[src/rtl/service_map_ctrl.sv]
// Quiesce-and-swap controller for the service crossbar L2 prog/data address map.
// Throttles AW/AR at a global outstanding cap, drains all traffic on a map update, then swaps atomically.
module service_map_ctrl #(
    parameter int unsigned          NumClusters    = 4,
    parameter int unsigned          AddrWidth      = 32,
    parameter int unsigned          MaxOutstanding = 16,
    parameter int unsigned          DrainTimeout   = 1024,
    parameter logic [AddrWidth-1:0] RstL2iStart    = '0,
    parameter logic [AddrWidth-1:0] RstL2iEnd      = '0,
    parameter logic [AddrWidth-1:0] RstL2dStart    = '0,
    parameter logic [AddrWidth-1:0] RstL2dEnd      = '0
) (
    input  logic                   clk_i,
    input  logic                   rst_i,
    input  logic                   cfg_valid_i,
    output logic                   cfg_ready_o,
    input  logic [AddrWidth-1:0]   cfg_l2i_start_i,
    input  logic [AddrWidth-1:0]   cfg_l2i_end_i,
    input  logic [AddrWidth-1:0]   cfg_l2d_start_i,
    input  logic [AddrWidth-1:0]   cfg_l2d_end_i,
    output logic [AddrWidth-1:0]   l2i_start_addr_o,
    output logic [AddrWidth-1:0]   l2i_end_addr_o,
    output logic [AddrWidth-1:0]   l2d_start_addr_o,
    output logic [AddrWidth-1:0]   l2d_end_addr_o,
    input  logic [NumClusters-1:0] aw_valid_i,
    output logic [NumClusters-1:0] aw_valid_o,
    input  logic [NumClusters-1:0] aw_ready_i,
    output logic [NumClusters-1:0] aw_ready_o,
    input  logic [NumClusters-1:0] ar_valid_i,
    output logic [NumClusters-1:0] ar_valid_o,
    input  logic [NumClusters-1:0] ar_ready_i,
    output logic [NumClusters-1:0] ar_ready_o,
    input  logic [NumClusters-1:0] b_valid_i,
    input  logic [NumClusters-1:0] b_ready_i,
    input  logic [NumClusters-1:0] r_valid_i,
    input  logic [NumClusters-1:0] r_ready_i,
    input  logic [NumClusters-1:0] r_last_i,
    output logic                   busy_o,
    output logic                   timeout_o
);
    localparam int unsigned CntW = $clog2(MaxOutstanding + 1);
    localparam int unsigned DrnW = $clog2(DrainTimeout + 1);
    localparam logic [CntW-1:0] OpenLimit  = CntW'(MaxOutstanding - NumClusters);
    localparam logic [DrnW-1:0] DrainLimit = DrnW'(DrainTimeout);

    typedef enum logic [1:0] {IDLE, DRAIN, SWAP} state_e;

    state_e                 state_q, state_d;
    logic [CntW-1:0]        wr_cnt_q, wr_cnt_d, rd_cnt_q, rd_cnt_d;
    logic [NumClusters-1:0] aw_pend_q, aw_pend_d, ar_pend_q, ar_pend_d;
    logic [DrnW-1:0]        drain_cnt_q, drain_cnt_d;
    logic                   timeout_q, timeout_d, cfg_ready_q, cfg_ready_d, busy_q, busy_d;
    logic [AddrWidth-1:0]   l2i_start_q, l2i_start_d, l2i_end_q, l2i_end_d;
    logic [AddrWidth-1:0]   l2d_start_q, l2d_start_d, l2d_end_q, l2d_end_d;
    logic                   open_w, open_r, wr_underflow, rd_underflow;
    logic [NumClusters-1:0] aw_hs, ar_hs, b_hs, r_hs;
    logic signed [31:0]     wr_sum, rd_sum;

    function automatic logic signed [31:0] popcnt(input logic [NumClusters-1:0] v);
        logic signed [31:0] n;
        n = '0;
        for (int unsigned i = 0; i < NumClusters; i++) begin
            if (v[i]) n = n + 32'sd1;
        end
        return n;
    endfunction

    always_comb begin
        open_w = (state_q == IDLE) && (wr_cnt_q <= OpenLimit);
        open_r = (state_q == IDLE) && (rd_cnt_q <= OpenLimit);
        // A valid already shown to the xbar bypasses the gate until it handshakes.
        aw_valid_o = aw_valid_i & ({NumClusters{open_w}} | aw_pend_q);
        aw_ready_o = aw_ready_i & ({NumClusters{open_w}} | aw_pend_q);
        ar_valid_o = ar_valid_i & ({NumClusters{open_r}} | ar_pend_q);
        ar_ready_o = ar_ready_i & ({NumClusters{open_r}} | ar_pend_q);
        aw_hs = aw_valid_o & aw_ready_i;
        ar_hs = ar_valid_o & ar_ready_i;
        b_hs  = b_valid_i & b_ready_i;
        r_hs  = r_valid_i & r_ready_i & r_last_i;
        aw_pend_d = aw_valid_o & ~aw_ready_i;
        ar_pend_d = ar_valid_o & ~ar_ready_i;

        wr_sum = int'(wr_cnt_q) + popcnt(aw_hs) - popcnt(b_hs);
        rd_sum = int'(rd_cnt_q) + popcnt(ar_hs) - popcnt(r_hs);
        wr_underflow = (wr_sum < 0);
        rd_underflow = (rd_sum < 0);
        wr_cnt_d = wr_underflow ? '0 : CntW'(wr_sum);
        rd_cnt_d = rd_underflow ? '0 : CntW'(rd_sum);

        state_d     = state_q;
        drain_cnt_d = drain_cnt_q;
        timeout_d   = timeout_q;
        l2i_start_d = l2i_start_q;
        l2i_end_d   = l2i_end_q;
        l2d_start_d = l2d_start_q;
        l2d_end_d   = l2d_end_q;
        unique case (state_q)
            IDLE: begin
                drain_cnt_d = '0;
                if (cfg_valid_i) state_d = DRAIN;
            end
            DRAIN: begin
                if (drain_cnt_q != DrainLimit) drain_cnt_d = drain_cnt_q + DrnW'(1);
                if (drain_cnt_d == DrainLimit) timeout_d = 1'b1;
                if (wr_cnt_q == '0 && rd_cnt_q == '0 && aw_pend_q == '0 && ar_pend_q == '0)
                    state_d = SWAP;
            end
            SWAP: begin
                l2i_start_d = cfg_l2i_start_i;
                l2i_end_d   = cfg_l2i_end_i;
                l2d_start_d = cfg_l2d_start_i;
                l2d_end_d   = cfg_l2d_end_i;
                timeout_d   = 1'b0;
                state_d     = IDLE;
            end
            default: state_d = IDLE;
        endcase
        cfg_ready_d = (state_d == SWAP);
        busy_d      = (state_d != IDLE);
    end

    always_ff @(posedge clk_i or posedge rst_i) begin
        if (rst_i) begin
            state_q     <= IDLE;
            wr_cnt_q    <= '0;
            rd_cnt_q    <= '0;
            aw_pend_q   <= '0;
            ar_pend_q   <= '0;
            drain_cnt_q <= '0;
            timeout_q   <= 1'b0;
            cfg_ready_q <= 1'b0;
            busy_q      <= 1'b0;
            l2i_start_q <= RstL2iStart;
            l2i_end_q   <= RstL2iEnd;
            l2d_start_q <= RstL2dStart;
            l2d_end_q   <= RstL2dEnd;
        end else begin
            state_q     <= state_d;
            wr_cnt_q    <= wr_cnt_d;
            rd_cnt_q    <= rd_cnt_d;
            aw_pend_q   <= aw_pend_d;
            ar_pend_q   <= ar_pend_d;
            drain_cnt_q <= drain_cnt_d;
            timeout_q   <= timeout_d;
            cfg_ready_q <= cfg_ready_d;
            busy_q      <= busy_d;
            l2i_start_q <= l2i_start_d;
            l2i_end_q   <= l2i_end_d;
            l2d_start_q <= l2d_start_d;
            l2d_end_q   <= l2d_end_d;
        end
    end

    assign cfg_ready_o      = cfg_ready_q;
    assign busy_o           = busy_q;
    assign timeout_o        = timeout_q;
    assign l2i_start_addr_o = l2i_start_q;
    assign l2i_end_addr_o   = l2i_end_q;
    assign l2d_start_addr_o = l2d_start_q;
    assign l2d_end_addr_o   = l2d_end_q;

`ifndef SYNTHESIS
    always_ff @(posedge clk_i) begin
        if (!rst_i) begin
            assert (!wr_underflow && !rd_underflow)
                else $error("service_map_ctrl: outstanding counter decremented below zero");
            assert (!(state_q == DRAIN && !cfg_valid_i))
                else $error("service_map_ctrl: cfg_valid_i dropped while draining");
        end
    end
`endif
endmodule
[config.mk]
export PLATFORM = sky130hd
export DESIGN_NAME = service_map_ctrl
export DESIGN_NICKNAME = d
export VERILOG_FILES = /design/src/rtl/service_map_ctrl.sv
export SDC_FILE = /design/constraint.sdc
export NUM_CORES = 1
export LEC_CHECK = 0
export CAP_MARGIN = 25
export CORE_MARGIN = 3
export CORE_UTILIZATION = 47
export DETAILED_ROUTE_END_ITERATION = 16
export MAX_ROUTING_LAYER = met4
export PLACE_DENSITY = 0.92
export SYNTH_ARGS = -nofsm -noshare
export SYNTH_HDL_FRONTEND = slang
export SYNTH_SLANG_ARGS = --single-unit
[constraint.sdc]
create_clock -name clk_i -period 9.3 [get_ports clk_i]
set_clock_uncertainty 0.1 [all_clocks]
set_input_delay 2.325 -clock clk_i [delete_from_list [all_inputs] [get_ports clk_i]]
set_output_delay 2.325 -clock clk_i [all_outputs]
set_load 0.01 [all_outputs]
# Yosys cells after proc, flatten, opt, wreduce, memory -nomap -nowiden
# Cells that the tools add are included.
# word_totals
regBits	162
elab_cells	95
# classes
add_sub_neg	17
n_lt_le_gt_ge	4
eq_ne	6
mux	26
bitwise_logic	15
n_reduce_logical	14
# op_table
operator	count
$add 32x2->32 const B	12
$mux 32	12
$add 6x32->32	2
$lt 32x1->1 const B	2
$sub 32x32->32	2
$and 4x4->4	11
$mux 11	2
$pmux 11 s2	1
$add 11x1->11 const B	1
$eq 11x11->1 const B	1
$ne 11x11->1 const B	1
$le 5x4->1 const B	2
$logic_not 5->1	2
$mux 5	2
$logic_not 4->1	2
$not 4->4	2
$or 4x4->4	2
$reduce_bool 2->1	3
$logic_and 1x1->1	5
$mux 1	5
$eq 2x2->1 const B	2
$mux 2	2
$pmux 2 s2	1
$eq 2x1->1 const B	1
other kinds (4)	4

# Longest topological paths before layout
# depth
word_depth	16
ltp_mapped	19
mapped_depth_nobuf	17

# Least setup slack after synthesis
# OpenSTA, ideal clock, no wires.
# synth_timing
path_kind	in2reg
start	input port r_last_i[0]
end	register rd_cnt_q[3]
setup_time_ns	0.140
arrival_ns	5.094
required_time_ns	9.060
path_slack_ns	3.967
stages	13
cell_sequence	nand3_1 ha_1 xnor2_1 ha_1 mux2i_1 fa_1 ha_1 a21o_1 a21oi_1 nor2b_1 o21a_1 nor3_1 nor3_1
# synth_between
elab_chain_cells	11
# synth_lines
item	line	rtl
from (decl)	37	input logic [NumClusters-1:0] r_last_i,
$and 4x4->4 (*)	79	r_hs = r_valid_i & r_ready_i & r_last_i;
$mux 1 (*)	63	if (v[i]) n = n + 32'sd1;
$add 32x2->32	63	
$mux 32 (*)	63	
$add 32x2->32	63	
$mux 32 (*)	63	
$add 32x2->32	63	
$mux 32 (*)	63	
$sub 32x32->32 (*)	84	rd_sum = int'(rd_cnt_q) + popcnt(ar_hs) - popcnt(r_hs);
$lt 32x1->1	86	rd_underflow = (rd_sum < 0);
$mux 5 (*)	88	rd_cnt_d = rd_underflow ? '0 : CntW'(rd_sum);
net rd_cnt_d[3]	49	logic [CntW-1:0] wr_cnt_q, wr_cnt_d, rd_cnt_q, rd_cnt_d;
to (signal assigned)	140	rd_cnt_q <= rd_cnt_d;
to (decl)	49	
# Mark *: on every way through the listed nets, which the timed path passes. The rest lies on a longest branch.
# A chain may end at the register's enable or synchronous reset.

# Worst setup path after layout
# layout_timing
start	input port ar_valid_i[3]
end	output port ar_valid_o[3]
# layout_between
elab_chain_cells	1
# layout_lines
item	line	rtl
from (decl)	29	input logic [NumClusters-1:0] ar_valid_i,
$and 4x4->4	74	ar_valid_o = ar_valid_i & ({NumClusters{open_r}} | ar_pend_q);
to (decl)	30	output logic [NumClusters-1:0] ar_valid_o,
# Every way passes these cells.

==> run_results.csv <==
group,metric,value,unit
outcome,status,"complete, no violations",
synthesis,syn_area_per_cell,12.96,µm²
synthesis,synth_edf_count,0,
setup_path,arrival,3.55,ns
cts,cts_made_buffers,17,
sta,min_period_over_period,64.22,%
sta,finalSetupTns,0,ns
cts,tritoncts,"done",
cts,cts_resized,0,
synthesis,netlist_top_cells_area,"dfrtp_1 (54%), mux2_2 (20%), ha_1 (4.0%)",
setup_path,crit_top_cell,"clkdlybuf4s50_1",
pwr,peakVddDrop,0.1228,mV
setup_path,critPathLaunchType,"input pin",
finish,area.growth.synth_to_final,52.10,%
setup_path,crit_cells,3,
placed_design,placedCellCount,1087,
synthesis,async_flop_share,100.0,%
setup_path,worst-path-buf-inv,2,
setup_path,worstPathRequired,6.88,ns
synthesis,ys_seq_area_share,53.67,%
die,die_h,132.8,µm
global_routing,grt_pass1_wl,33180,µm
sta,finalMaxSlewViolations,0,
sta,relSlewSlack,39.98,%
job,drv_cap,0,
drt,ant_nets,0,
cts,postCtsSetupBuffers,0,
finish,fin_cells,1120,
synthesis,yosys.area.top_type_share,53.67,%
cts,root_buffer,"clkbuf_16",
drt,wire_per_inst,19.09,µm
pwr,power,2.371,mW
placed_design,place_area,0.01090,mm²
die,fp.dieW,132.8,µm
synthesis,synth_seq_cells,162,
cts,cts_buffer_depth,2,
sta,tightestPinTransition,0.9004,ns
sta,rsz0062_at_grt,"false",
global_routing,grt_max_degree,80,
cts,ctsHoldBuffers,0,
setup_path,slowest_stage,"clkdlybuf4s50_1",
global_routing,grt_pass1_vias,5945,
sta,whs,0.4061,ns
sta,finalSetupViolCount,0,
min_path,hp-class,"flip-flop to flip-flop",
setup_path,r2r_cells,17,
die,io-pin-count,314,
setup_path,critical_path.max_stage_delay,0.57,ns
drt,via_per_inst,5.061,
finish,nets,1094,
finish,drive_above_1_share,19.93,%
finish,final_cell_area,0.01149,mm²
placed_design,place_congestion,0.8215,
setup_path,worst-path-max-fanout,2,
synthesis,synth_top_area_cell,"dfrtp_1",
synthesis,synth.distinct_cells,52,
die,dieArea,0.01763,mm²
drt,vias,5668,
die,core-area,0.01548,mm²
synthesis,postSynthCellCount,583,
drt,first_iter_violations,220,
cts,htreeDepth,4,
drt,drt-total-wl,21380,µm
setup_path,cp_cell_sequence,"clkdlybuf4s50_1 -> nor2b_1 -> clkdlybuf4s50_1",
cts,clock_sinks,162,
placed_design,numPortBuffers,313,
drt,drc,0,
sta,hold_violations,0,
synthesis,syn-cell-area,0.007553,mm²
setup_path,critPathKind,"input pin to primary output",
pwr,power.density,206.4,mW/mm²
sta,fin_crit,5.972,ns
synthesis,synthFlopType,"dfrtp_1",
synthesis,netlist_top_cells_count,"dfrtp_1 (162), mux2_2 (134), nor2b_1 (27), ha_1 (24), inv_1 (24)",
drt,dr.pass1.iters,5,
setup_path,crit_path_end_kind,"primary output",
synthesis,post-synth-top-count-cell,"dfrtp_1",
global_routing,grt.overflow.total,0,
global_routing,antenna_found_initial,1,
placed_design,dp_hpwl,16080,µm
setup_path,critical-path-top-delay-family,"buffers and inverters",
synthesis,yosysWarningCount,0,
sta,fmax,0.1674,GHz
cts,insertion_delay,0.42,ns
min_path,holdPathStages,1,
die,start_util,48.78,%
cts,cts.reportedPaths.clkPinSlew,0.06,ns
die,row_count,45,
pwr,p_leak,5.233,nW
global_routing,grt_use_total,24.86,%
[metal layers]
metal  GRT usage, %  vias up  share of wire (%)
li1               -     2672                  -
met1          27.46     2752                 39
met2          43.14      200                 52
met3          6.198       44                5.6
met4          9.988        0                3.1
met5              -        -                  0
[final cells by class]
type | instances | area (µm²)
Fill cell | 995 | 3995
Inverter | 25 | 98.84
Antenna cell | 1 | 2.502
Timing Repair Buffer | 318 | 3191
Multi-Input combinational cell | 371 | 3289
Tap cell | 211 | 264.0
Clock buffer | 22 | 464.2
Clock inverter | 10 | 125.1
Sequential cell | 162 | 4054
[power breakdown]
| group | internal (mW) | switching (mW) | total, mW |
|---|---|---|---|
| sequential | 0.811 | 0.0979 | 0.909 |
| combinational | 0.436 | 0.330 | 0.767 |
| clock | 0.413 | 0.283 | 0.696 |
| total | 1.66 | 0.711 | 2.37 |
[metrics by stage]
step,util (%),setup slack (ns)
4_1_cts,74.18,3.334
6_report,74.20,3.328
2_1_floorplan,-,2.498
3_3_place_gp,70.20,3.336
5_1_grt,74.20,3.269
3_5_place_dp,70.38,3.208
[state kept, by name, indices dropped and copies added (netlist names)]
register	flops
l2d_start_addr_o	32
aw_pend_q	4
busy_o	1
rd_cnt_q	5
ar_pend_q	4
l2i_start_addr_o	32
wr_cnt_q	5
cfg_ready_o	1
l2d_end_addr_o	32
timeout_o	1
l2i_end_addr_o	32
state_q	2
drain_cnt_q	11
[worst paths after layout]
| path | start | slack [ns] | endpoint |
|---|---|---|---|
| setup / recovery | ar_valid_i[3] | 3.33 | ar_valid_o[3] |
| hold / removal | l2i_start_addr_o[24]$_DFFE_PP0P_ | 0.41 | l2i_start_addr_o[24]$_DFFE_PP0P_ |
| setup reg to reg | state_q[0]$_DFF_PP0_ | 4.80 | wr_cnt_q[1]$_DFF_PP0_ |
| hold reg to reg | l2i_start_addr_o[24]$_DFFE_PP0P_ | 0.41 | l2i_start_addr_o[24]$_DFFE_PP0P_ |
| max in group asynchronous | rst_i | 5.65 | l2d_start_addr_o[10]$_DFFE_PP0P_ |
| min in group asynchronous | rst_i | 2.29 | l2d_end_addr_o[14]$_DFFE_PP0P_ |
[kinds of logic (layout without fill, tap and decap cells)]
kind of cell | count (synthesis) | in the layout | synth area share [%]
DFF | 162 | 162 | 53.67
other | 2 | 5 | 0.09942
muxes | 138 | 138 | 20.52
buffers and inverters | 52 | 375 | 2.982
AOI/OAI and AO/OA | 57 | 57 | 5.566
adders and majority gates | 32 | 32 | 6.096
and+or+nand+nor | 120 | 120 | 8.746
xor gates and xnor gates | 20 | 20 | 2.319
[cell usage in the layout, fill, tap and decap left out, types with 12 or more instances in the layout]
cell / Yosys / routed
a22o_1: 12 / 12
clkbuf_16: 0 / 17
clkdlybuf4s50_1: 0 / 313
dfrtp_1: 162 / 162
ha_1: 24 / 24
inv_1: 24 / 23
mux2_2: 134 / 134
nand2_1: 17 / 17
nand3_1: 13 / 13
nor2_1: 20 / 20
nor2b_1: 27 / 26
nor3_1: 15 / 15
xnor2_1: 13 / 13
Power figures use the tool's default switching activity.
